## src/rtl/clk_tick_gen.sv

```systemverilog
// Multi-channel programmable clock divider / tick generator on clk_in.
// Each channel counts to its divisor N and emits a wrap tick plus a toggled or pulsed clock.
module clk_tick_gen #(
  parameter int NUM_CH      = 2,
  parameter int CNT_W       = 26,
  parameter int DEFAULT_DIV = 330000,
  localparam int SEL_W      = (NUM_CH > 1) ? $clog2(NUM_CH) : 1
) (
  input  logic              clk_in,
  input  logic              rst,
  input  logic [NUM_CH-1:0] en,
  input  logic [NUM_CH-1:0] mode,
  input  logic              div_wr,
  input  logic [SEL_W-1:0]  div_sel,
  input  logic [CNT_W-1:0]  div_val,
  output logic [NUM_CH-1:0] clk_out,
  output logic [NUM_CH-1:0] tick
);

  localparam logic [CNT_W-1:0] DEF_DIV = CNT_W'(DEFAULT_DIV);

  for (genvar c = 0; c < NUM_CH; c++) begin : g_ch
    logic [CNT_W-1:0] cnt;
    logic [CNT_W-1:0] div_active;
    logic [CNT_W-1:0] div_shadow;
    logic [CNT_W-1:0] last;
    logic             pending;
    logic             out_q;
    logic             tick_q;
    logic             term;
    logic             wr_hit;

    // A divisor of 0 behaves like 1: the channel wraps on every enabled cycle.
    always_comb begin
      last = (div_active == '0) ? '0 : div_active - CNT_W'(1);
    end

    assign term   = en[c] && (cnt == last);
    assign wr_hit = div_wr && (div_sel == SEL_W'(c));

    always_ff @(posedge clk_in) begin
      if (rst) begin
        cnt        <= '0;
        div_active <= DEF_DIV;
        div_shadow <= DEF_DIV;
        pending    <= 1'b0;
        out_q      <= 1'b0;
        tick_q     <= 1'b0;
      end else begin
        tick_q <= term;
        if (term) begin
          cnt <= '0;
          if (pending) begin
            div_active <= div_shadow;
            pending    <= 1'b0;
          end
        end else if (en[c]) begin
          cnt <= cnt + CNT_W'(1);
        end
        // A write on the wrap edge lands after the swap, so it waits for the next wrap.
        if (wr_hit) begin
          div_shadow <= div_val;
          pending    <= 1'b1;
        end
        if (mode[c]) begin
          out_q <= term;
        end else if (term) begin
          out_q <= ~out_q;
        end
      end
    end

    assign clk_out[c] = out_q;
    assign tick[c]    = tick_q;
  end

endmodule

```

## config.mk

```make
export PLATFORM = sky130hd
export DESIGN_NAME = clk_tick_gen
export DESIGN_NICKNAME = d
export VERILOG_FILES = /design/src/rtl/clk_tick_gen.sv
export SDC_FILE = /design/constraint.sdc
export NUM_CORES = 1
export LEC_CHECK = 0
export BUFFER_PORTS_ARGS = -buffer_cell sky130_fd_sc_hd__buf_2
export CAP_MARGIN = 20
export CORE_MARGIN = 3
export CORE_UTILIZATION = 50
export DETAILED_ROUTE_END_ITERATION = 7
export PLACE_DENSITY = 0.67
export SLEW_MARGIN = 30
export SYNTH_ARGS = -nofsm -noshare
export SYNTH_HDL_FRONTEND = slang
export SYNTH_SLANG_ARGS = --single-unit
```

## constraint.sdc

```tcl
create_clock -name clk_in -period 9.73 [get_ports clk_in]
set_clock_uncertainty 0.05 [all_clocks]
set_input_delay 0 -clock clk_in [delete_from_list [all_inputs] [get_ports clk_in]]
set_output_delay 0 -clock clk_in [all_outputs]
set_load 0.005 [all_outputs]
```

Word-level counts from Yosys, hierarchy flattened
Cells that the tools add are included.

Bits of input ports: 34. Word-level logic and storage cells: 45. Output and inout bits: 4. Bits in registers: 162.

Add/subtract/negate cells: 4. Muxes and demuxes: 10. Equal/unequal tests: 2. Reduce and logical (&&, ||, !) cells: 14. Bitwise logic cells: 3.

Operators by type and width (number): 26-bit by 1-bit adder with 26-bit output (second input constant) (2); 26-bit == test (2); 26-bit zero test (2); 26-bit two-way mux (2); 26-bit by 1-bit subtractor with 26-bit output (second input constant) (2); 1-bit two-way mux (8); 2-bit nonzero test (4); 1-bit logical AND (4); 2-bit AND reduction (2); 2-bit OR reduction (2); 1-bit inverter (3).

Depth between registers and ports, before layout
Gate-level depths: netlist (run 1).

Word-level depth: 6. Gate-level depth with buffers: 15. Gate-level depth less buffers: 11.

Worst setup path after synthesis (run 1)
No wires, ideal clock.

Kind: reg2reg. Start: register g_ch[0].div_active[4]. End: register g_ch[0].cnt[10]. Data required time: 9.565 ns. Path slack: 5.764 ns. Setup time: 0.115 ns. Clock period less this slack: 3.966 ns. Stages on the path, launching flop included: 15. Arrival time: 3.801 ns. Path buffers: 5. Path through: dfxtp_1 > buf_6 > or4_4 > buf_6 > or3_4 > buf_6 > nor4b_1 > xnor2_1 > nor2_1 > a2111oi_0 > or4b_1 > buf_6 > o41ai_4 > buf_6 > nor2_2.

Longest elaborated chain between the ends: 5. Elaborated cells on any way between the ends: 6. Those cells by class: add/sub (1); eq/ne (1); mux (1); reduce/logical (3).

RTL lines: start, declared (line 24) `logic [CNT_W-1:0] div_active;`; start signal, assigned (line 54) `div_active <= div_shadow;`; 26-bit by 1-bit subtractor with 26-bit output or 26-bit zero test (tied branches) (line 35) `last = (div_active == '0) ? '0 : div_active - CNT_W'(1);`; 26-bit two-way mux * (line 35); 26-bit == test * (line 38) `assign term = en[c] && (cnt == last);`; 1-bit logical AND * (line 38); 2-bit OR reduction (no source line) *; end signal, assigned (line 58) `cnt <= cnt + CNT_W'(1);`; end, declared (line 23) `logic [CNT_W-1:0] cnt;`.

Every way passes the cells marked *; elsewhere a longest branch is shown, timed or not. A chain may end at the register's enable or synchronous reset.

Worst setup path in the final report (run 1)
Start: register g_ch[1].div_active[9]. End: register g_ch[1].div_active[7].

Longest elaborated chain between the ends: 5. Elaborated cells on any way between the ends: 6. Those cells by class: add/sub (1); eq/ne (1); mux (1); reduce/logical (3).

RTL lines (line): start, declared (24); start signal, assigned (54); 26-bit by 1-bit subtractor with 26-bit output or 26-bit zero test (tied branches) (35); 26-bit two-way mux * (35); 26-bit == test * (38); 1-bit logical AND * (38); 2-bit AND reduction (no source line) *.

Marked as above.

==> flow_summary.ini, run 1 <==
[sta]
timing.final.crit_share_pct = 51.4
min_period_ns = 5.00
hold_slack_ns = 0.0500
setup_viol_count_final = 0
fmax_mhz = 200
drv_slew = 0
max_slew_margin_pct = 36.9
worstMarginPinSlew_ns = 0.947
rsz0062_at_grt = no
finalSetupTns_ns = 0
timing_hold_violations_final = 0

[min_path]
hold_path.class = in2reg
hold-path-cell-count = 5
holdPathEnd = g_ch[0].div_shadow[21]$_SDFFE_PP0P_
min-delay-start = div_sel

[clock_tree]
cts_setup_buffers = 0
cts_max_level = 4
clock_sinks = 162
clock_path_buffers = 2
cts-root-buf = clkbuf_16
insertion_delay_ns = 0.43
postCtsHoldBufs = 30
cts_resized = 0
numCtsBuffers = 17
clkTransAtPathRegs_ns = 0.07
cts_tree = done

[synthesis]
syn-num-nets = 1200
synthTopCellsByArea = dfxtp_1 (36%), nand2_1 (6.9%), xnor2_1 (6.2%), a21oi_1 (5.4%), nand3_1 (4.6%)
syn_area_per_cell_um2 = 7.75
yosysWarnings = 0
ys.flop_type = dfxtp_1
synth_enable_flop_cells = 0
ys_ff_latch = 162
yosysSeqAreaShare_pct = 36.0
syn_area_mm2 = 0.00901
synth.distinct_cells = 77
synthArstFlopShare_pct = 0
syn-instance-count = 1162
synth_top_area_cell = dfxtp_1
yosysTopAreaCellShare_pct = 36.0

[drt]
firstDrtPassIters = 5
vias = 8253
wl_um = 24700
route.antenna.remaining_nets = 0
route.met3.wl_um = 1410
wl_per_cell_um = 17.5
top_layer_used = met4
met2_length_um = 10400
dr.first_iter.drc_count = 615
wl_met1_um = 12400
drc = 0
via_per_inst = 5.86

[global_route]
grt_antenna_before_repair = 0
grt_pass1_vias = 7536
grt-ovfl-total = 0
grt_start_max_net_pins = 75
grt_pass1_wl_um = 40200
grt_use_total_pct = 25.3

[layout]
final_cells = 1408
seqCellArea_mm2 = 0.00324
diodes = 0
drive_gt1_share_pct = 11.2
synthToLayoutAreaGrowth_pct = 11.8
fin_util_pct = 57.6
multi_input_area_mm2 = 0.00528
final_cell_mix = nand2_1 (166), dfxtp_1 (162), a21oi_1 (98), nor2_1 (91), nand3_1 (83)
nNetsFinal = 1208
mostFrequentLayoutCell = nand2_1
fillers = 1641

[floorplan]
dieHeight_um = 140
rows = 48
boundaryPins = 38
start_util_pct = 51.6
core_mm2 = 0.0175
die-width_um = 140
die-area_mm2 = 0.0197

[placement]
dp_cells = 1346
hpwlAfterDp_um = 17700
place.gp.congestion = 0.943
io_buffers = 37

[critical_path]
reg2reg_slack_ns = 4.73
regToRegStartpoint = g_ch[1].div_active[9]$_SDFFE_PP0P_
r2r-end = g_ch[1].div_active[7]$_SDFFE_PP0P_
crit_arrival_ns = 5.32
crit_type = reg2reg
r2r_cells = 10
worst_ep_required_time_ns = 10.05
critical_path_peak_fanout = 29
cp-start-kind = register
endpoint_kind = register

[run]
cap_violations = 0

[power]
p_leak_nw = 3.54
powerDensity_mw_per_mm2 = 142
finalPower_mw = 1.43
vdd_drop_max_uv = 124

[status]
status = finished clean
[report_power, final]
| group | internal (mW) | switching (mW) | total (mW) | leakage [nW] |
|---|---|---|---|---|
| registers | 0.676 | 0.0111 | 0.687 | 1.31 |
| clock network | 0.353 | 0.320 | 0.673 | 0.294 |
| logic | 0.0267 | 0.0409 | 0.0676 | 1.93 |
[synth_stat cells, drive strengths merged (3+ instances only)]
| master | count |
|---|---|
| clkbuf | 56 |
| nand2 | 167 |
| o211a | 4 |
| a211o | 4 |
| nand4 | 31 |
| a31o | 18 |
| dfxtp | 162 |
| and2 | 7 |
| nor2 | 101 |
| or3 | 12 |
| or4 | 12 |
| o21ai | 53 |
| buf | 30 |
| nor3b | 5 |
| nor2b | 5 |
| xor2 | 34 |
| and3 | 20 |
| or2 | 3 |
| a21o | 4 |
| a2111oi | 3 |
| nor4b | 4 |
| o31ai | 10 |
| xnor2 | 64 |
| o211ai | 11 |
| o31a | 6 |
| or4b | 3 |
| inv | 31 |
| o22ai | 7 |
| a211oi | 6 |
| a21oi | 99 |
| nor3 | 31 |
| nand2b | 6 |
| nand3b | 3 |
| a22oi | 5 |
| mux2i | 7 |
| ha | 4 |
| mux2 | 3 |
| o41ai | 3 |
| nand3 | 83 |
| nor4 | 22 |
[worst max-delay path: stages, from the launching register on]
cell	delay (ns)
dfxtp_1	0.34
nor4_1	0.71
nand4_1	0.64
nor4_1	0.64
o211ai_1	0.20
or3_1	0.36
a2111oi_0	0.39
and4b_1	0.25
buf_4	0.29
and2_1	0.80
a31o_2	0.26
[cells by family after synthesis]
group	count (synthesis)	synth area share [%]
adder cells (fa/ha/maj)	4	0.556
multiplexers	10	1.15
flip-flops	162	36.0
AO/OA/AOI/OAI	250	17.7
AND/OR/NAND/NOR	520	29.1
buffers and inverters	117	5.79
XOR/XNOR	99	9.78
[layer usage]
layer | global-route usage (%) | vias up
met1 | 38.6 | 3834
met3 | 3.48 | 31
met4 | 8.41 | 0
met2 | 36.6 | 262
li1 | - | 4126
met5 | 0 | -
[how the worst max path moves through the flow]
stage,startpoint,end,cells after the start
2_1_floorplan,g_ch[0].div_active[4]$_SDFFE_PP1P_,g_ch[0].cnt[10]$_SDFFE_PP0P_,14
3_3_place_gp,g_ch[1].div_active[9]$_SDFFE_PP0P_,g_ch[1].div_active[11]$_SDFFE_PP1P_,10
3_5_place_dp,g_ch[0].div_active[0]$_SDFFE_PP0P_,g_ch[0].cnt[22]$_SDFFE_PP0P_,12
4_1_cts,g_ch[0].div_active[0]$_SDFFE_PP0P_,g_ch[0].cnt[18]$_SDFFE_PP0P_,12
5_1_grt,g_ch[0].div_active[0]$_SDFFE_PP0P_,g_ch[0].cnt[3]$_SDFFE_PP0P_,12
6_report,g_ch[1].div_active[9]$_SDFFE_PP0P_,g_ch[1].div_active[7]$_SDFFE_PP0P_,10
[registers in the layout (all words and copies together), names as in the netlist]
| register | cells |
|---|---|
| g_ch.cnt | 52 |
| g_ch.div_active | 52 |
| g_ch.tick_q | 2 |
| g_ch.pending | 2 |
| g_ch.out_q | 2 |
| g_ch.div_shadow | 52 |
[final cells by class]
cell class / count / share of cell area, %
Multi-Input combinational cell: 883 / 52.4
Sequential cell: 162 / 32.2
Timing Repair Buffer: 75 / 5.42
Clock buffer: 18 / 4.36
Tap cell: 225 / 2.80
Clock inverter: 14 / 1.62
Inverter: 31 / 1.18
[per-stage QoR]
| stage | instance area (um^2) | setup slack (ns) |
|---|---|---|
| 3_3_place_gp | 9150 | 4.88 |
| 5_1_grt | 10100 | 4.27 |
| 6_report | 10100 | 4.73 |
| 2_1_floorplan | 9010 | 5.76 |
| 4_1_cts | 10100 | 4.75 |
| 3_5_place_dp | 9150 | 4.80 |
No activity file was read; power rests on OpenSTA's default activity.
==> run 2: changes to the inputs <==
Settings changed: PLACE_DENSITY 0.67 to 0.69.
Clock period 9.73 ns to 4.1 ns, I/O delays scaled along.
==> run 2 against run 1 <==
  * Design area is 2.1% higher
  * Combinational power is 140% higher
  * Clock power is 140% higher
  * Largest power group unchanged
==> flow_summary.ini, run 2 (synthesis results as in run 1) <==
[status]
status = finished clean

[global_route]
grt_use_total_pct = 25.5
grt_pass1_wl_um = 40900
grt_pass1_vias = 7695
grt-ovfl-total = 0
grt_antenna_before_repair = 0
grt_start_max_net_pins = 74

[sta]
timing.final.crit_share_pct = 95.4
timing_hold_violations_final = 0
max_slew_margin_pct = 38.3
worstMarginPinSlew_ns = 0.923
drv_slew = 0
finalSetupTns_ns = 0
min_period_ns = 3.91
rsz0062_at_grt = no
setup_viol_count_final = 0
fmax_mhz = 256
hold_slack_ns = 0.0440
fin_ws_ns = 0.189

[critical_path]
reg2reg_slack_ns = 0.19
cp-start-kind = register
r2r_cells = 10
max_stage_delay_ns = 0.61
path_cells = or4_1, or3_4, buf_4, o41ai_1, a21oi_1, a211oi_1, o211a_1, nor2_1, nor4_2, mux2_2
crit_slowest_cell = or4_1
crit_type = reg2reg
regToRegStartpoint = g_ch[0].div_active[8]$_SDFFE_PP1P_
worst_ep_required_time_ns = 4.36
critical_path_peak_fanout = 8
r2r-end = g_ch[0].out_q$_SDFFE_PP0P_
crit_arrival_ns = 4.17
endpoint_kind = register

[layout]
mostFrequentLayoutCell = nand2_1
final_cell_mix = nand2_1 (166), dfxtp_1 (162), a21oi_1 (98), nor2_1 (91), nand3_1 (83)
drive_gt1_share_pct = 13.4
nNetsFinal = 1236
fillers = 1572
synthToLayoutAreaGrowth_pct = 14.1
final_cells = 1436
fin_util_pct = 58.8
final_cell_area_mm2 = 0.0103
diodes = 0
largestRegisters = g_ch.cnt x52, g_ch.div_active x52, g_ch.div_shadow x52

[floorplan]
rows = 48
die-area_mm2 = 0.0197
core_mm2 = 0.0175
start_util_pct = 51.6
dieHeight_um = 140
boundaryPins = 38
die-width_um = 140

[power]
finalPower_mw = 3.39
p_seq_share_pct = 48.0
power_frac_clock_pct = 47.2
combPwrFrac_pct = 4.8
vdd_drop_max_uv = 321
p_leak_nw = 3.69
powerDensity_mw_per_mm2 = 330
power_switching_mw = 0.887
p_int_mw = 2.51
swShare_pct = 26.1

[placement]
hpwlAfterDp_um = 17700
pre_cts_ws_ns = 0.110
dp_cells = 1374
place.gp.congestion = 1.00
io_buffers = 37
post_dp_cell_area_mm2 = 0.00937

[drt]
wl_um = 25000
firstDrtPassIters = 5
dr.first_iter.drc_count = 573
route.antenna.remaining_nets = 0
drc = 0
via_per_inst = 5.85
vias = 8405
wl_per_cell_um = 17.4

[run]
cap_violations = 0

[clock_tree]
clkTransAtPathRegs_ns = 0.07
cts_tree = done
cts_max_level = 4
clock_sinks = 162
clock_path_buffers = 2
cts-root-buf = clkbuf_16
numCtsBuffers = 17
insertion_delay_ns = 0.43

[min_path]
holdPathEnd = g_ch[0].div_active[16]$_SDFFE_PP1P_
hold-path-cell-count = 3
min-delay-start = rst
hold_path.class = in2reg
[run 2: worst max path at each step]
stage                                                    from                            to  slack [ns]  cells after the start
after floorplan            g_ch[0].div_active[4]$_SDFFE_PP1P_  g_ch[0].cnt[12]$_SDFFE_PP0P_        0.13                     14
after global placement     g_ch[0].div_active[0]$_SDFFE_PP0P_    g_ch[0].out_q$_SDFFE_PP0P_        0.16                     12
after detailed placement   g_ch[0].div_active[0]$_SDFFE_PP0P_    g_ch[0].out_q$_SDFFE_PP0P_        0.11                     12
after CTS                  g_ch[0].div_active[0]$_SDFFE_PP0P_    g_ch[0].out_q$_SDFFE_PP0P_        0.06                     12
after global routing      g_ch[1].div_active[15]$_SDFFE_PP0P_  g_ch[1].cnt[18]$_SDFFE_PP0P_        0.02                      9
final                      g_ch[0].div_active[8]$_SDFFE_PP1P_    g_ch[0].out_q$_SDFFE_PP0P_        0.19                     10
[run 2: per-layer routing]
layer / share of wire [%] / global-route usage [%]
met1: 49 / 39.3
met2: 43 / 36.6
met3: 5.9 / 3.35
met4: 2.1 / 8.21
met5: 0 / 0
[run 2: critical path: cells and delay by family, from the launching register on]
family / cells / cell delay [ns]
and+or+nand+nor: 4 / 1.50
AOI/OAI and AO/OA: 4 / 1.39
muxes: 1 / 0.37
buffers and inverters: 1 / 0.17
DFF: 1 / 0.31
[run 2: final cells by class]
type	count	area, um^2	share of cell area [%]
Clock buffer	18	439	4.27
Sequential cell	162	3240	31.6
Inverter	31	119	1.16
Multi-Input combinational cell	883	5270	51.3
Timing Repair Buffer	103	768	7.48
Clock inverter	14	155	1.51
Tap cell	225	282	2.74
[run 2: timing repair]
| action | in CTS | in global routing |
|---|---|---|
| endpoints found under the hold margin | 62 | 0 |
| resized for setup | 0 | 3 |
| buffers inserted | 0 | 0 |
| endpoints found under the setup margin | 0 | 32 |
| hold buffers | 30 | 0 |
[run 2: power groups by stage]
stage	Sequential (mW)	Clock, mW	Combinational (mW)
floorplan	1.66	0	0.0926
global placement	1.66	0	0.135
detailed placement	1.67	0	0.137
CTS	1.63	1.62	0.159
global route	1.63	1.70	0.180
finish	1.63	1.60	0.163
==> run 3: changes to the inputs <==
--- a/config.mk
+++ b/config.mk
@@ -6,5 +6,5 @@
 export NUM_CORES = 1
 export LEC_CHECK = 0
-export BUFFER_PORTS_ARGS = -buffer_cell sky130_fd_sc_hd__buf_2
+export BUFFER_PORTS_ARGS = -buffer_cell sky130_fd_sc_hd__buf_4
 export CAP_MARGIN = 20
 export CORE_MARGIN = 3
--- a/constraint.sdc
+++ b/constraint.sdc
@@ -3,3 +3,3 @@
 set_input_delay 0 -clock clk_in [delete_from_list [all_inputs] [get_ports clk_in]]
 set_output_delay 0 -clock clk_in [all_outputs]
-set_load 0.005 [all_outputs]
+set_load 0.02 [all_outputs]
==> run 3 against run 2 <==
  * Combinational power increased by 6%
  * Largest power group unchanged
  * Hold slack improved by 0.021 ns
  * Setup slack improved by 0.048 ns
  * Non-clock buffer count increased by 5
  * Core utilization increased by 0.84 points
  * Critical path depth increased by 3
  * Via count increased by 0.54%
  * Highest routed layer unchanged
  * Sequential power about the same
  * Critical endpoint is now g_ch[0].cnt[21]$_SDFFE_PP0P_
  * Global-route usage decreased by 0.27 points
==> flow_summary.ini, run 3 (synthesis results as in run 1) <==
[status]
status = finished clean

[critical_path]
critical_path_peak_fanout = 26
crit_type = reg2reg
path_cells = inv_1, ha_1, nor3b_1, nand4_1, or4_1, a211oi_1, mux2i_1, a2111oi_0, buf_4, or4b_4, o41ai_4, buf_12, nor2_1
max_stage_delay_ns = 0.50
crit_arrival_ns = 4.12
crit_slowest_cell = or4b_4
r2r_cells = 13
worst_ep_required_time_ns = 4.36
endpoint_kind = register
cp-start-kind = register

[floorplan]
die-area_mm2 = 0.0197
dieHeight_um = 140
die-width_um = 140
boundaryPins = 38
core_mm2 = 0.0175
rows = 48
start_util_pct = 51.6

[drt]
wl_um = 24700
via_per_inst = 5.86
vias = 8450
drc = 0
firstDrtPassIters = 5
route.antenna.remaining_nets = 0
dr.first_iter.drc_count = 581
wl_per_cell_um = 17.1

[clock_tree]
cts-root-buf = clkbuf_16
clock_sinks = 162
numCtsBuffers = 17
clkTransAtPathRegs_ns = 0.07
clock_path_buffers = 2
cts_tree = done
cts_max_level = 4
insertion_delay_ns = 0.42
cts_setup_buffers = 0

[sta]
max_slew_margin_pct = 44.0
timing_hold_violations_final = 0
fin_ws_ns = 0.236
timing.final.crit_share_pct = 94.2
hold_slack_ns = 0.0655
rsz0062_at_grt = no
min_period_ns = 3.86
fmax_mhz = 259
drv_slew = 0
finalSetupTns_ns = 0
setup_viol_count_final = 0
worstMarginPinSlew_ns = 0.841

[layout]
diodes = 0
synthToLayoutAreaGrowth_pct = 15.7
drive_gt1_share_pct = 13.7
mostFrequentLayoutCell = nand2_1
final_cells = 1441
fillers = 1561
final_cell_mix = nand2_1 (165), dfxtp_1 (162), a21oi_1 (98), nor2_1 (91), nand3_1 (83)
fin_util_pct = 59.7
nNetsFinal = 1241
largestRegisters = g_ch.cnt x52, g_ch.div_active x52, g_ch.div_shadow x52

[global_route]
grt_pass1_vias = 7792
grt_antenna_before_repair = 0
grt_start_max_net_pins = 75
grt-ovfl-total = 0
grt_pass1_wl_um = 40500
grt_use_total_pct = 25.2

[power]
swShare_pct = 25.0
combPwrFrac_pct = 5.1
power_frac_clock_pct = 47.0
p_int_mw = 2.55
p_seq_share_pct = 47.9
power_switching_mw = 0.851
powerDensity_mw_per_mm2 = 326
vdd_drop_max_uv = 321
p_leak_nw = 3.75

[placement]
hpwlAfterDp_um = 17700
io_buffers = 37
dp_cells = 1379
pre_cts_ws_ns = 0.134
place.gp.congestion = 0.967

[min_path]
hold_path.class = in2reg
hold-path-cell-count = 5

[run]
cap_violations = 0
[run 3: through the flow]
stage,cell area (um^2),power (mW)
3_3_place_gp,9510,1.81
4_1_cts,10400,3.43
2_1_floorplan,9010,1.75
5_1_grt,10400,3.52
6_report,10400,3.40
3_5_place_dp,9510,1.81
[run 3: worst paths after layout]
| check | start | end | slack, ns |
|---|---|---|---|
| setup / recovery | g_ch[0].div_active[0]$_SDFFE_PP0P_ | g_ch[0].cnt[21]$_SDFFE_PP0P_ | 0.24 |
| hold / removal | div_sel | g_ch[0].div_shadow[3]$_SDFFE_PP0P_ | 0.07 |
| setup reg to reg | g_ch[0].div_active[0]$_SDFFE_PP0P_ | g_ch[0].cnt[21]$_SDFFE_PP0P_ | 0.24 |
| hold reg to reg | g_ch[0].div_shadow[23]$_SDFFE_PP0P_ | g_ch[0].div_shadow[23]$_SDFFE_PP0P_ | 0.41 |
[run 3: final cells by class]
cell class / count / area [um^2] / share of cell area (%)
flip-flops and latches: 162 / 3240 / 31.1
multi-input cells: 883 / 5280 / 50.6
clock inverters: 14 / 164 / 1.57
well taps: 225 / 282 / 2.70
clock buffers: 18 / 429 / 4.12
repair buffers: 108 / 911 / 8.74
inverters: 31 / 119 / 1.14
[run 3: what timing repair did]
item	CTS	global route
hold endpoints to repair	62	0
resized for setup	0	3
hold buffers	30	0
setup endpoints to repair	0	2
[run 3: worst max-delay path: cells and delay by family (launching register included)]
kind            cells  cell delay [ns]
compound gates      3             1.02
fa+ha+maj           1             0.21
buf+inv             3             0.54
flops               1             0.34
mux                 1             0.12
simple gates        5             1.46
[run 3: per-layer routing]
layer	wire [um]	GRT usage, %
met1	12200	37.7
met3	1230	3.52
met2	10600	36.7
met5	0	0
met4	692	9.43
[run 3: power by group through the flow]
| stage | clock network (mW) | logic (mW) | registers [mW] |
|---|---|---|---|
| 2_1_floorplan | 0 | 0.0926 | 1.66 |
| 3_3_place_gp | 0 | 0.145 | 1.66 |
| 3_5_place_dp | 0 | 0.147 | 1.66 |
| 4_1_cts | 1.63 | 0.170 | 1.63 |
| 5_1_grt | 1.70 | 0.190 | 1.63 |
| 6_report | 1.60 | 0.172 | 1.63 |
